==> config.mk <==
export PLATFORM = sky130hd
export DESIGN_NAME = irq_ctrl
export DESIGN_NICKNAME = d
export VERILOG_FILES = /design/src/rtl/irq_ctrl_pkg.sv /design/src/rtl/irq_gateway.sv /design/src/rtl/irq_ctrl.sv
export SDC_FILE = /design/constraint.sdc
export NUM_CORES = 1
export LEC_CHECK = 0
export CORE_ASPECT_RATIO = 2
export CORE_MARGIN = 1.5
export CORE_UTILIZATION = 48
export CTS_CLUSTER_SIZE = 24
export DETAILED_ROUTE_END_ITERATION = 10
export GPL_ROUTABILITY_DRIVEN = 0
export PLACE_DENSITY = 0.91
export SYNTH_ARGS = -nofsm -noshare
export SYNTH_HDL_FRONTEND = slang
export SYNTH_SLANG_ARGS = --single-unit
==> constraint.sdc <==
create_clock -name clk -period 12.25 [get_ports clk]
set_clock_uncertainty 0.1 [all_clocks]
set_input_delay 2.45 -clock clk [delete_from_list [all_inputs] [get_ports clk]]
set_output_delay 2.45 -clock clk [all_outputs]
set_load 0.01 [all_outputs]
==> src/rtl/irq_ctrl_pkg.sv <==
// Shared constants and helpers for the external interrupt controller.
// Register offsets are byte offsets into the load/store window.
package irq_ctrl_pkg;

    localparam int ID_W       = 6;
    localparam int PRIO_MAX_W = 8;

    localparam logic [11:0] OFF_PENDING   = 12'h000;
    localparam logic [11:0] OFF_ENABLE    = 12'h008;
    localparam logic [11:0] OFF_THRESH    = 12'h010;
    localparam logic [11:0] OFF_CLAIM     = 12'h018;
    localparam logic [11:0] OFF_PRIO_BASE = 12'h100;

    // Strict compare: equal priorities never displace an earlier (lower) ID.
    function automatic logic prio_gt(input logic [PRIO_MAX_W-1:0] a,
                                     input logic [PRIO_MAX_W-1:0] b);
        return a > b;
    endfunction

endpackage

==> src/rtl/irq_gateway.sv <==
// Per-source gateway: turns a sampled source into a one-deep pending bit,
// applying either edge or level set rules against claim clears.
module irq_gateway (
    input  logic clk,
    input  logic reset,
    input  logic src_q,
    input  logic mode,
    input  logic claim_hit,
    input  logic in_service,
    output logic pending
);

    logic src_d;

    always_ff @(posedge clk) begin
        if (reset) begin
            src_d   <= 1'b0;
            pending <= 1'b0;
        end else begin
            src_d <= src_q;
            if (mode) begin
                // A fresh edge beats a same-cycle claim so it is never lost.
                pending <= (src_q & ~src_d) | (pending & ~claim_hit);
            end else begin
                // Level: claiming moves the source into service, which blocks re-set.
                pending <= ~claim_hit & (pending | (src_q & ~in_service));
            end
        end
    end

endmodule

==> src/rtl/irq_ctrl.sv <==
// External interrupt controller: per-source gateways, enable/priority/threshold
// filtering, a registered priority arbiter and a claim/complete register window.
module irq_ctrl
    import irq_ctrl_pkg::*;
#(
    parameter int                 NUM_SRC   = 8,
    parameter int                 PRIO_W    = 3,
    parameter logic [NUM_SRC-1:0] EDGE_MASK = '0,
    parameter int                 ADDR_W    = 12
) (
    input  logic              clk,
    input  logic              reset,
    input  logic [NUM_SRC-1:0] irq_src,
    input  logic [ADDR_W-1:0] cfg_addr,
    input  logic [63:0]       cfg_wdata,
    input  logic              cfg_we,
    input  logic              cfg_re,
    output logic [63:0]       cfg_rdata,
    output logic              ext_irq,
    output logic [ID_W-1:0]   claim_id
);

    logic [NUM_SRC-1:0] src_q;
    logic [NUM_SRC-1:0] enable;
    logic [NUM_SRC-1:0] pending;
    logic [NUM_SRC-1:0] in_service;
    logic [NUM_SRC-1:0] eligible;
    logic [NUM_SRC-1:0] claim_hit;
    logic [NUM_SRC-1:0] complete_hit;
    logic [PRIO_W-1:0]  prio [NUM_SRC];
    logic [PRIO_W-1:0]  threshold;
    logic [ID_W-1:0]    best_id;
    logic [ID_W-1:0]    best_id_n;
    logic [PRIO_W-1:0]  best_prio_n;
    logic [ADDR_W-1:0]  off;
    logic               claim;
    logic               complete;
    logic [63:0]        rdata_n;
    logic               unused_bits;

    assign off         = {cfg_addr[ADDR_W-1:3], 3'b000};
    assign claim       = cfg_re && (off == ADDR_W'(OFF_CLAIM));
    assign complete    = cfg_we && (off == ADDR_W'(OFF_CLAIM));
    assign claim_id    = best_id;
    assign unused_bits = ^{cfg_addr[2:0], cfg_wdata};

    for (genvar g = 0; g < NUM_SRC; g++) begin : g_src
        assign claim_hit[g]    = claim && (best_id == ID_W'(g + 1));
        assign complete_hit[g] = complete && (cfg_wdata[ID_W-1:0] == ID_W'(g + 1));
        assign eligible[g]     = pending[g] & enable[g] & ~in_service[g] &
                                 prio_gt(PRIO_MAX_W'(prio[g]), PRIO_MAX_W'(threshold));

        irq_gateway u_gw (
            .clk        (clk),
            .reset      (reset),
            .src_q      (src_q[g]),
            .mode       (EDGE_MASK[g]),
            .claim_hit  (claim_hit[g]),
            .in_service (in_service[g]),
            .pending    (pending[g])
        );
    end

    // Ascending scan with a strict compare resolves ties to the lowest ID.
    always_comb begin
        best_id_n   = '0;
        best_prio_n = '0;
        for (int i = 0; i < NUM_SRC; i++) begin
            if (eligible[i] && prio_gt(PRIO_MAX_W'(prio[i]), PRIO_MAX_W'(best_prio_n))) begin
                best_id_n   = ID_W'(i + 1);
                best_prio_n = prio[i];
            end
        end
    end

    always_comb begin
        rdata_n = '0;
        if (off == ADDR_W'(OFF_PENDING)) rdata_n = 64'({pending, 1'b0});
        if (off == ADDR_W'(OFF_ENABLE))  rdata_n = 64'({enable, 1'b0});
        if (off == ADDR_W'(OFF_THRESH))  rdata_n = 64'(threshold);
        if (off == ADDR_W'(OFF_CLAIM))   rdata_n = 64'(best_id);
        for (int i = 0; i < NUM_SRC; i++) begin
            if (off == ADDR_W'(OFF_PRIO_BASE) + ADDR_W'(8 * i)) rdata_n = 64'(prio[i]);
        end
    end

    always_ff @(posedge clk) begin
        if (reset) begin
            src_q      <= '0;
            enable     <= '0;
            threshold  <= '0;
            in_service <= '0;
            best_id    <= '0;
            ext_irq    <= 1'b0;
            cfg_rdata  <= '0;
            for (int i = 0; i < NUM_SRC; i++) prio[i] <= '0;
        end else begin
            src_q <= irq_src;
            if (cfg_we) begin
                if (off == ADDR_W'(OFF_ENABLE)) enable    <= cfg_wdata[NUM_SRC:1];
                if (off == ADDR_W'(OFF_THRESH)) threshold <= cfg_wdata[PRIO_W-1:0];
                for (int i = 0; i < NUM_SRC; i++) begin
                    if (off == ADDR_W'(OFF_PRIO_BASE) + ADDR_W'(8 * i)) prio[i] <= cfg_wdata[PRIO_W-1:0];
                end
            end
            // A claim of the same ID being completed keeps it in service.
            in_service <= (in_service & ~complete_hit) | claim_hit;
            best_id    <= best_id_n;
            ext_irq    <= (best_id_n != '0);
            if (cfg_re) cfg_rdata <= rdata_n;
        end
    end

endmodule
==> key figures <==
Drt
  • Wirelength per Cell: 19.42 um
  • DRT antenna net count: 0
  • WL final: 14840 um
  • Drt drc: 0
  • 1st-pass router iterations: 6
  • DR vias/cell: 6.179
  • Via count: 4721
  • Number of DRC markers in iteration 0: 431

Die
  • Starting Density: 49.58%
  • Core box area: 10210 um2
  • Top Ports: 159
  • Die area: 11210 um2
  • Die X: 75.64 um
  • Die height: 148.3 um
  • Site Rows: 52

CTS
  • TritonCTS buffer count: 9
  • CTS sink cnt: 73
  • Root Driver: clkbuf_16
  • Worst-Skew Late Latency: 0.34 ns
  • Htree depth: 3
  • Clk buf depth: 2
  • CTS clk-pin slew, worst paths: 0.06 ns
  • CTS tree: built
  • Cts hold-fix bufs: 0

Timing
  • Setup tns final: 0 ns
  • Unrepaired setup endpoints after global routing: false
  • Final worst path period need: 11.61 ns
  • Final slew viol count: 0
  • Pin slew with the least headroom to its limit: 1.034 ns
  • Max-slew headroom: 30.88%
  • Final setup violating endpoints: 0
  • Fin crit share: 94.74%
  • Endpoints failing hold: 0
  • FMAX: 86.17 MHz

Global route
  • Initial antenna violation count: 0
  • Largest net degree at the start of global routing: 45
  • Vias in the first global route: 4644
  • First-pass GRT wire length: 23010 um
  • Overall Global Routing Usage: 27.74%
  • Total grt overflow: 0

Power
  • Internal power: 432.6 uW
  • Power, Total: 581.2 uW
  • Switching Share: 25.58%
  • Clock share of power: 42.9%
  • PwrDens: 101.5 nW/um2
  • Net Switching: 148.7 uW
  • Max VDD drop: 0.1285 mV
  • Combinational Power Share: 11.1%
  • Standby leakage power: 0.002234 uW
  • Sequential share of power: 46.0%

Yosys
  • Sequential-to-total area share from yosys stat: 33.60%
  • Yosys warning total: 0
  • Register bit total from synthesis: 73
  • Synth Flop Type: dfxtp_1
  • Async set-reset flop share out of synthesis: 0%
  • Post-synthesis cell type count: 63
  • Number of synthesized flops with an enable pin: 24
  • Post-synthesis cell area: 5065 um2
  • Mean post-synth cell area: 8.688 um2
  • Syn Inst Count: 583

Status
  • Status: completed

Critical path
  • WP buf/inv: 2
  • CP Launch Point: prio[0][2]
  • Crit Path Max Fanout: 8
  • FF-to-FF path depth: 49
  • CP Depth: 49
  • Crit path required time: 12.35 ns
  • CP max stage delay: 0.55 ns
  • Worst setup SP type: flip-flop
  • Crit path to: ext_irq
  • WP data arrival: 11.70 ns
  • Setup CP Type: reg -> reg
  • CP delay by family, top: simple AND/OR/NAND/NOR gates
  • Worst R2R Start: prio[0][2]
  • Slowest cell on crit path: edfxtp_1
  • Worst R2R Setup Slack: 0.64 ns
  • Most used cell, CP: ha_1
  • Reg2reg end: ext_irq
  • Crit end category: flip-flop

Placed design
  • IO buf count: 43
  • Hpwl dp: 10900 um
  • Placed cells: 744

Finish
  • Nets@finish: 753
  • Layout cell share with drive strength beyond 1: 8.267%
  • Synthesis-to-finish area growth: 13.04%
  • Ant diodes: 0
  • Post-route insts no fill: 764

Job
  • Max_cap viols: 0

Min path
  • Hold Crit Class: reg -> reg
## power groups by stage
stage / Sequential, uW / Combinational (uW) / Clock, uW
finish: 268 / 64.3 / 249
global route: 268 / 70.1 / 262
CTS: 267 / 62.3 / 249
detailed placement: 272 / 61.6 / 0
global placement: 271 / 57.6 / 0
floorplan: 269 / 54.1 / 0
## synth_stat cells, types with 12 or more instances
| library cell | instances | share of area, % |
|---|---|---|
| edfxtp_1 | 24 | 14 |
| clkbuf_1 | 16 | 1.2 |
| ha_1 | 41 | 10 |
| and3_1 | 12 | 1.5 |
| nand3_1 | 21 | 2.1 |
| mux2i_1 | 14 | 2.8 |
| buf_4 | 57 | 8.4 |
| nor2b_1 | 20 | 2.5 |
| a21oi_1 | 44 | 4.3 |
| inv_1 | 27 | 2.0 |
| o21ai_0 | 33 | 3.3 |
| nor2_1 | 48 | 3.6 |
| nand2_1 | 45 | 3.3 |
| dfxtp_1 | 49 | 19 |
## metal layers
metal  vias to the layer above  share of wire, %  global-route usage [%]
met3                       121               8.7                   5.352
met2                       369                50                   46.80
li1                       2079                 -                       -
met4                         0               9.6                   24.38
met1                      2152                32                   27.24
met5                         -                 0                       0
## flip-flops by register name (all words and copies together), names as in the netlist
name / flops
prio: 24
ext_irq: 1
src_q: 8
g_src.u_gw.pending: 8
in_service: 8
threshold: 3
cfg_rdata: 9
claim_id: 4
enable: 8
## how the worst min path moves through the flow
stage	start	endpoint	cells past startpoint
after global placement	cfg_rdata[8]	cfg_rdata[8]	2
after CTS	cfg_rdata[8]	cfg_rdata[8]	2
after global routing	cfg_rdata[8]	cfg_rdata[8]	2
after floorplan	in_service[4]	in_service[4]	2
final	cfg_rdata[8]	cfg_rdata[8]	2
after detailed placement	cfg_rdata[5]	cfg_rdata[5]	2
## timing repair
item	CTS	global route
resized for setup	0	10
setup endpoints to repair	0	5
setup buffers	0	4
## layout by cell type (no fill, tap or decap), drive strengths merged, types with 6 or more instances in the layout
cell type	instances
inv	26
clkdlybuf4s50	43
nand3b	9
a31oi	9
edfxtp	24
nor3	7
clkbuf	12
and2	7
nand3	21
nor2b	20
conb	57
a211oi	6
o21ai	36
dfxtp	49
and3	12
ha	41
nor4	6
nor2	49
a21oi	45
buf	8
nand2	45
mux2i	14
mux2	10
## kinds of logic after synthesis
| kind of cell | synth area share [%] |
|---|---|
| mux | 5.879 |
| fa+ha+maj | 10.13 |
| buf+inv | 12.10 |
| other cells | 0.07404 |
| compound gates | 17.79 |
| simple gates | 20.43 |
| flops | 33.60 |
## stage by stage
stage	hold WS, ns	util, %	setup slack (ns)	area [um2]
2_1_floorplan	0.3496	-	1.910	5275
3_3_place_gp	0.3610	52.79	1.055	5393
3_5_place_dp	0.3670	52.79	0.4243	5393
4_1_cts	0.3772	55.57	0.3152	5677
5_1_grt	0.4000	56.05	0.1086	5725
6_report	0.3727	56.05	0.6444	5725
## cell type report
type	instances	area (um2)
flip-flops and latches	73	1702
repair buffers	51	490.5
inverters	27	108.9
clock buffers	12	256.5
fillers	861	4489
multi-input cells	462	2972
clock inverters	4	27.53
well taps	135	168.9
## worst min-delay path, delay by kind of cell, from the launching register on
family           cells  cell delay, ns
AO/OA/AOI/OAI        1            0.05
flip-flops           1            0.31
AND/OR/NAND/NOR      1            0.06
Note: power is estimated with default switching activity, not from simulation.
